==> config.mk <==
export PLATFORM = sky130hd
export DESIGN_NAME = wb_port_scheduler
export DESIGN_NICKNAME = d
export VERILOG_FILES = /design/src/rtl/wb_sched_pkg.sv /design/src/rtl/wb_pend_fifo.sv /design/src/rtl/wb_port_scheduler.sv
export SDC_FILE = /design/constraint.sdc
export NUM_CORES = 1
export LEC_CHECK = 0
export BUFFER_PORTS_ARGS = -buffer_cell sky130_fd_sc_hd__buf_2
export CAP_MARGIN = 5
export CORE_MARGIN = 4
export CORE_UTILIZATION = 50
export CTS_BUF_LIST = sky130_fd_sc_hd__clkbuf_4 sky130_fd_sc_hd__clkbuf_8
export CTS_CLUSTER_DIAMETER = 50
export DETAILED_ROUTE_END_ITERATION = 8
export GPL_ROUTABILITY_DRIVEN = 0
export GPL_TIMING_DRIVEN = 0
export PLACE_DENSITY = 0.83
export SYNTH_ARGS = -nofsm -noshare
export SYNTH_HDL_FRONTEND = slang
export SYNTH_SLANG_ARGS = --single-unit
==> constraint.sdc <==
create_clock -name clock -period 1.6 [get_ports clock]
set_clock_uncertainty 0.05 [all_clocks]
set_input_delay 0.16 -clock clock [delete_from_list [all_inputs] [get_ports clock]]
set_output_delay 0.16 -clock clock [all_outputs]
set_load 0.005 [all_outputs]
==> src/rtl/wb_sched_pkg.sv <==
// Shared widths and the pending-write entry type for the writeback port scheduler.
package wb_sched_pkg;

    localparam int unsigned DATA_W = 8;
    localparam int unsigned ADDR_W = 3;
    localparam int unsigned NREGS  = 2 ** ADDR_W;

    typedef struct packed {
        logic              valid;
        logic [ADDR_W-1:0] rd;
        logic [DATA_W-1:0] data;
    } wb_entry_t;

endpackage

==> src/rtl/wb_pend_fifo.sv <==
// Pending load-write queue: circular buffer with per-entry squash and a
// pending-register mask derived only from registered queue state.
module wb_pend_fifo
    import wb_sched_pkg::*;
#(
    parameter int unsigned DEPTH = 2
) (
    input  logic              clock,
    input  logic              reset,
    input  logic              push,
    input  wb_entry_t         push_entry,
    input  logic              pop,
    input  logic              squash_en,
    input  logic [ADDR_W-1:0] squash_rd,
    output wb_entry_t         head,
    output logic              empty,
    output logic              full,
    output logic [NREGS-1:0]  pend_mask
);

    localparam int unsigned PTR_W = $clog2(DEPTH);
    localparam int unsigned CNT_W = PTR_W + 1;

    wb_entry_t        mem [DEPTH];
    logic [PTR_W-1:0] rd_ptr;
    logic [PTR_W-1:0] wr_ptr;
    logic [CNT_W-1:0] count;
    logic [PTR_W-1:0] offset;

    assign head  = mem[rd_ptr];
    assign empty = (count == '0);
    assign full  = (count == CNT_W'(DEPTH));

    // Squash is applied before the push so a freshly written slot keeps its valid bit.
    always_ff @(posedge clock or negedge reset) begin
        if (!reset) begin
            rd_ptr <= '0;
            wr_ptr <= '0;
            count  <= '0;
            for (int i = 0; i < DEPTH; i++) begin
                mem[i] <= '0;
            end
        end else begin
            for (int i = 0; i < DEPTH; i++) begin
                if (squash_en && (mem[i].rd == squash_rd)) begin
                    mem[i].valid <= 1'b0;
                end
            end
            if (push) begin
                mem[wr_ptr] <= push_entry;
                wr_ptr      <= wr_ptr + PTR_W'(1);
            end
            if (pop) begin
                rd_ptr <= rd_ptr + PTR_W'(1);
            end
            case ({push, pop})
                2'b10:   count <= count + CNT_W'(1);
                2'b01:   count <= count - CNT_W'(1);
                default: count <= count;
            endcase
        end
    end

    // A slot is occupied when its distance from the head is below the count.
    always_comb begin
        pend_mask = '0;
        offset    = '0;
        for (int i = 0; i < DEPTH; i++) begin
            offset = PTR_W'(i) - rd_ptr;
            if (({1'b0, offset} < count) && mem[i].valid) begin
                pend_mask[mem[i].rd] = 1'b1;
            end
        end
    end

endmodule

==> src/rtl/wb_port_scheduler.sv <==
// Arbitrates the single register-file write port between pipeline writeback
// (always wins) and queued load writes, with starvation-driven stall requests.
module wb_port_scheduler
    import wb_sched_pkg::*;
#(
    parameter int unsigned DEPTH        = 2,
    parameter int unsigned STARVE_LIMIT = 3
) (
    input  logic              clock,
    input  logic              reset,
    input  logic              pipe_regWrite,
    input  logic [ADDR_W-1:0] pipe_rd,
    input  logic [DATA_W-1:0] pipe_data,
    input  logic              ld_valid,
    input  logic [ADDR_W-1:0] ld_rd,
    input  logic [DATA_W-1:0] ld_data,
    output logic              ld_ready,
    output logic              rf_we,
    output logic [ADDR_W-1:0] rf_waddr,
    output logic [DATA_W-1:0] rf_wdata,
    output logic              stall_req,
    output logic [NREGS-1:0]  pend_mask,
    output logic              err_stall
);

    localparam int unsigned WAIT_W = $clog2(STARVE_LIMIT + 1);

    wb_entry_t         head;
    wb_entry_t         push_entry;
    logic              empty;
    logic              full;
    logic              head_valid;
    logic              push;
    logic              pop;
    logic [WAIT_W-1:0] wait_cnt;

    assign ld_ready   = !full;
    assign head_valid = !empty && head.valid;
    // A load matching a same-cycle pipeline write is older, so it is dropped after handshake.
    assign push       = ld_valid && ld_ready && !(pipe_regWrite && (ld_rd == pipe_rd));
    assign pop        = !empty && (!head.valid || !pipe_regWrite);
    assign push_entry = wb_entry_t'{valid: 1'b1, rd: ld_rd, data: ld_data};

    wb_pend_fifo #(
        .DEPTH(DEPTH)
    ) u_fifo (
        .clock      (clock),
        .reset      (reset),
        .push       (push),
        .push_entry (push_entry),
        .pop        (pop),
        .squash_en  (pipe_regWrite),
        .squash_rd  (pipe_rd),
        .head       (head),
        .empty      (empty),
        .full       (full),
        .pend_mask  (pend_mask)
    );

    // Write-port grant, starvation counter and stall/error flags.
    always_ff @(posedge clock or negedge reset) begin
        if (!reset) begin
            rf_we     <= 1'b0;
            rf_waddr  <= '0;
            rf_wdata  <= '0;
            stall_req <= 1'b0;
            err_stall <= 1'b0;
            wait_cnt  <= '0;
        end else begin
            rf_we     <= pipe_regWrite || head_valid;
            stall_req <= 1'b0;
            if (pipe_regWrite) begin
                rf_waddr <= pipe_rd;
                rf_wdata <= pipe_data;
            end else if (head_valid) begin
                rf_waddr <= head.rd;
                rf_wdata <= head.data;
            end
            if (head_valid && pipe_regWrite) begin
                if (wait_cnt == WAIT_W'(STARVE_LIMIT - 1)) begin
                    stall_req <= 1'b1;
                    wait_cnt  <= '0;
                end else begin
                    wait_cnt <= wait_cnt + WAIT_W'(1);
                end
            end else if (head_valid) begin
                wait_cnt <= '0;
            end
            if (stall_req && pipe_regWrite) begin
                err_stall <= 1'b1;
            end
        end
    end

endmodule
Word-level counts from Yosys, hierarchy flattened --
Index checks and enable logic that the tools add are counted.
Word-level totals: bits of input ports 26, logic and storage cells 91, output and inout bits 23, flip-flop bits (word level) 44
Cells by class: equality and inequality tests 7, bitwise operators 3, $lt $le $gt $ge 9, multiplexer cells 25, $add $sub $neg 7, reductions and logical operators 25
Operators by type and width (number):
- 12-bit two-way mux | 4
- 8-bit two-way mux | 4
- 24-bit bitwise mux | 1
- 24-bit two-way mux | 1
- 1-bit logical AND | 14
- 12-bit demux with 1-bit select | 1
- 3-bit == test | 3
- 3-bit by 4-bit < comparator with 1-bit output, second input constant | 2
- 8-bit OR | 1
- 1-bit demux with 3-bit select | 2
- 2-bit == test, second input constant | 3
- 3-bit by 1-bit greater-or-equal comparator with 1-bit output, second input constant | 2
- 1-bit two-way mux | 6
- 2-bit two-way mux | 3
- 3-bit two-way mux | 2
- 2-bit nonzero test | 3
- 1-bit zero test | 5
- 2-bit by 1-bit adder with 2-bit output, second input constant | 2
- 2-bit greater-or-equal comparator, second input constant | 2
- 1-bit by 2-bit < comparator with 1-bit output | 2
- 1-bit inverter with 2-bit output | 2
- 2-bit case mux with 2 select lines | 1
- 1-bit adder, second input constant | 2
- 2-bit by 1-bit == test with 1-bit output, second input constant | 1
- 5 further kinds | 7

Depth between registers and ports, before layout --
depth in word-level cells 9, depth in mapped cells 7, gate-level depth less buffers 7

Modules after synthesis --
A second synthesis with hierarchy kept.
Second synthesis, totals: cells, all modules 195, area total of the unflattened synthesis 2230.9 um^2
By module, submodules not included:
- wb_pend_fifo | times used 1, sequential area each 700.7 um^2, area an instance 1455.1 um^2, cells an instance 122
- wb_port_scheduler | times used 1, sequential area each 400.4 um^2, area an instance 775.7 um^2, cells an instance 73

Least setup slack after synthesis --
No wires, ideal clock.
path type register -> register, start point reg u_fifo.rd_ptr, end point reg u_fifo.count[1], library setup time 0.079 ns, setup slack -0.019 ns, data arrival time 1.489 ns, stages on the path, launching flop included 6, cells stage by stage dfrtp_1 mux2_4 a21oi_1 ha_1 nor2_1 xor2_1
On the way: word-level cells in the longest chain between the ends 9, elaborated cells between the ends (all ways) 11, classes of those cells 2 x eq/ne; 4 x mux; 1 x bitwise; 4 x reduce/logical
Ends and longest elaborated chain:
- from (decl) | line wb_pend_fifo.sv:25 | logic [PTR_W-1:0] rd_ptr;
- from (signal assigned) | line wb_pend_fifo.sv:54 | rd_ptr <= rd_ptr + PTR_W'(1);
- 1-bit inverter with 2-bit output (not written as such) (*) | line wb_pend_fifo.sv:30 | assign head = mem[rd_ptr];
- 12-bit two-way mux (not written as such) (*) (3 in a row) | line wb_pend_fifo.sv:30
- 1-bit zero test (*) | line wb_port_scheduler.sv:41 | assign pop = !empty && (!head.valid || !pipe_regWrite);
- 1-bit logical OR (*) | line wb_port_scheduler.sv:41
- 1-bit logical AND (*) | line wb_port_scheduler.sv:41
- via pop | line wb_port_scheduler.sv:34 | logic pop;
- 2-bit by 1-bit == test with 1-bit output / 2-bit == test (equally long branches) | line wb_pend_fifo.sv:56 | case ({push, pop})
- 2-bit case mux with 2 select lines / 2-bit nonzero test (equally long branches)
- to (signal assigned) | line wb_pend_fifo.sv:57 | 2'b10: count <= count + CNT_W'(1);
- to (signal assigned) | line wb_pend_fifo.sv:58 | 2'b01: count <= count - CNT_W'(1);
- to (signal assigned) | line wb_pend_fifo.sv:59 | default: count <= count;
- to (decl) | line wb_pend_fifo.sv:27 | logic [CNT_W-1:0] count;
Mark *: on every way through the listed nets, which the timed path passes. The rest lies on a longest branch. The select of a mux whose other input is x is not followed. A chain may end at the register's enable or synchronous reset.

==> out/summary.json <==
{
  "leakage": {"value": 0.00156, "unit": "µW"},
  "stdcell_count": {"value": 332},
  "vdd.ir_drop.worst": {"value": 1670, "unit": "µV"},
  "synth-seq-area-share": {"value": 49.3, "unit": "%"},
  "synth_area_per_cell": {"value": 11.2, "unit": "µm²"},
  "worst_setup_hold_path_clk_slew": {"value": 0.08, "unit": "ns"},
  "detail_route.first_pass.iterations": {"value": 5},
  "ant_nets": {"value": 0},
  "antenna_cells": {"value": 0},
  "cts.htree.levels": {"value": 2},
  "cp_cell_sequence": {"value": "or3b_4 -> or3_4 -> o31ai_4 -> buf_2"},
  "floorplan_die_height": {"value": 74.8, "unit": "µm"},
  "timing.final.crit_share": {"value": 122, "unit": "%"},
  "detail_route.drc_violations": {"value": 0},
  "yosysUniqueCellTypes": {"value": 39},
  "hp-class": {"value": "primary input to register"},
  "io_buffers": {"value": 47},
  "maximum_clock_rate": {"value": 0.511, "unit": "GHz"},
  "route.final.wire_length": {"value": 7900, "unit": "µm"},
  "post-synth-top-area-fraction": {"value": 49.3, "unit": "%"},
  "worstSetupPathType": {"value": "register to primary output"},
  "net_count_of_the_mapped_netlist": {"value": 226},
  "setup_repair_after_global_routing_missed_its_margin": {"value": "true"},
  "report.final.setup_viol": {"value": 49},
  "syn_to_final_growth": {"value": 51.7, "unit": "%"},
  "grt_pass1_vias": {"value": 2031},
  "synth.most_common_cell": {"value": "sky130_fd_sc_hd__dfrtp_1"},
  "clk_buf_depth": {"value": 2},
  "die_w": {"value": 74.8, "unit": "µm"},
  "synth_area": {"value": 2230, "unit": "µm²"},
  "detailed_place_hpwl": {"value": 3670, "unit": "µm"},
  "synth_top_area_cell": {"value": "sky130_fd_sc_hd__dfrtp_1"},
  "hold_violations": {"value": 0},
  "wl_per_cell": {"value": 23.8, "unit": "µm"},
  "area_of_the_core": {"value": 4320, "unit": "µm²"},
  "crit_path_max_incr_delay": {"value": 0.46, "unit": "ns"},
  "postPlaceCellArea": {"value": 2540, "unit": "µm²"},
  "critPathLaunchType": {"value": "register"},
  "grt-ovfl-total": {"value": 0},
  "synth.area.top_cells": {"value": "sky130_fd_sc_hd__dfrtp_1 (49%), sky130_fd_sc_hd__mux2_4 (6.7%), sky130_fd_sc_hd__mux2_2 (6.1%)"},
  "drt-vias-per-instance": {"value": 6.23},
  "yosys_warnings": {"value": 0},
  "tritoncts": {"value": "done"},
  "postSynthRegisterBits": {"value": 44},
  "synth.top_cells.by_count": {"value": "sky130_fd_sc_hd__dfrtp_1 (44), sky130_fd_sc_hd__nand2_1 (19), sky130_fd_sc_hd__o31ai_1 (14)"},
  "power-per-cell-area": {"value": 2460, "unit": "nW/µm²"},
  "async_flop_share": {"value": 100, "unit": "%"},
  "drv_slew": {"value": 0},
  "fin_setup_tns": {"value": -8.66, "unit": "ns"},
  "clock_tree.root_cell": {"value": "sky130_fd_sc_hd__clkbuf_8"},
  "end_kind": {"value": "primary output"},
  "nets": {"value": 306},
  "floorplan.rows": {"value": 24},
  "clock_insertion_delay_worst_skew": {"value": 0.30, "unit": "ns"},
  "finalCriticalPeriod": {"value": 1.96, "unit": "ns"},
  "cts.sink_count": {"value": 44},
  "final_cell_area": {"value": 3390, "unit": "µm²"},
  "dr.first_iter.drc_count": {"value": 232},
  "final_layout_size_suffix_gt1_share": {"value": 58.6, "unit": "%"},
  "dpl.cell_count": {"value": 298},
  "initial_utilization": {"value": 51.6, "unit": "%"},
  "worst-endpoint-arrival": {"value": 1.75, "unit": "ns"},
  "ys.flop_type": {"value": "sky130_fd_sc_hd__dfrtp_1"},
  "cap_viol_max_count": {"value": 0},
  "relSlewSlack": {"value": 33.8, "unit": "%"},
  "pin_count_of_the_biggest_net_entering_global_routing": {"value": 45},
  "utilization": {"value": 78.3, "unit": "%"},
  "synth_edf_count": {"value": 0},
  "vias": {"value": 2067},
  "timing_worst_slew_pin_value": {"value": 0.994, "unit": "ns"},
  "postLayoutSetupSlackWorst": {"value": -0.357, "unit": "ns"},
  "cts_made_buffers": {"value": 5},
  "crit_path_max_fanout": {"value": 5},
  "die_area": {"value": 5600, "unit": "µm²"},
  "outcome": {"value": "finished, violations left"},
  "antenna_violations_before_repair": {"value": 0},
  "multiInputGateArea": {"value": 1430, "unit": "µm²"},
  "netlist_instances": {"value": 199},
  "timing.critical_path.required": {"value": 1.39, "unit": "ns"},
  "layout.area.seq": {"value": 1100, "unit": "µm²"},
  "grt_pass1_wl": {"value": 10700, "unit": "µm"},
  "critPathSlowestCell": {"value": "sky130_fd_sc_hd__dfrtp_2"},
  "ios": {"value": 49},
  "final.fill_count": {"value": 240},
  "track_usage": {"value": 26.0, "unit": "%"},
  "violations": {"value": "negative setup slack"}
}
## layout make-up
class / instances / area share, %
Multi-Input combinational cell: 138 / 42.2
Sequential cell: 44 / 32.6
Timing Repair Buffer: 76 / 16.4
Clock buffer: 7 / 2.85
Buffer: 11 / 2.77
Tap cell: 52 / 1.92
Clock inverter: 1 / 0.887
Inverter: 3 / 0.333
## through the flow
step,power (µW),hold slack (ns),setup slack (ns)
2_1_floorplan,3930,-0.186,0.0355
3_3_place_gp,4630,0.317,-0.164
3_5_place_dp,4780,0.320,-0.179
4_1_cts,7020,0.0129,-0.331
5_1_grt,8610,0.0122,-0.383
6_report,8320,0.0144,-0.357
## placed cells by master, fill, tap and decap left out, drive strengths merged, types with 2 or more instances in the layout
cell,netlist,routed
inv,3,3
nand3,2,2
clkbuf,6,12
nor2b,8,8
a211oi,10,10
xnor2,6,6
and2b,4,4
a21oi,2,2
nand2,19,19
mux2,23,23
o22ai,5,5
o31ai,14,14
nor2,14,14
o32ai,2,2
buf,8,81
dfrtp,44,44
o211ai,2,2
o21ai,2,2
nand2b,5,5
o41ai,2,2
xor2,8,8
## metal layers
layer  vias to the layer above  GRT usage [%]  wire length, µm
li1                        868              -                -
met5                         -              0                0
met1                      1058           33.0             3230
met4                         0           13.0              210
met3                        27           4.41              537
met2                       114           43.1             3920
## where the power goes
group / switching [µW] / internal, µW
sequential: 567 / 1670
clock: 395 / 551
combinational: 2390 / 2750
## path summary, 6_finish.rpt
| kind | from | to | slack [ns] | cells after the start |
|---|---|---|---|---|
| hold reg to reg | err_stall | err_stall | 0.41 | 1 |
| setup reg to reg | u_fifo.count[0] | register | -0.25 | 8 |
| min in group asynchronous | reset | async pin | 0.51 | 2 |
| max in group asynchronous | reset | async pin | 0.31 | 2 |
| hold / removal | pipe_data[6] | rf_wdata[6] | 0.01 | 3 |
| setup / recovery | register | pend_mask[0] | -0.36 | 4 |
## worst max-delay path: cells and delay by family, from the launching register on
| kind | cells | cell delay [ns] |
|---|---|---|
| AOI/OAI and AO/OA | 1 | 0.07 |
| buffers and inverters | 1 | 0.15 |
| DFF | 1 | 0.46 |
| and+or+nand+nor | 2 | 0.77 |
## kinds of logic (layout without fill, tap and decap cells)
family	Yosys count	count (layout)	synth area share, %
xor+xnor	14	14	5.49
fa+ha+maj	1	1	0.560
buf+inv	17	98	3.92
compound gates	41	41	13.6
simple gates	59	59	13.8
flops	44	44	49.3
mux	23	23	13.3
## what timing repair did
action                                 4_1_cts  5_1_grt
hold buffers                                 1        0
pin swaps                                   16       13
resized for setup                           67       46
endpoints found under the hold margin       15        0
buffers inserted                            15       10
gates cloned                                 4        0
setup endpoints to repair                   34       50
No activity file was read; power rests on OpenSTA's default activity.
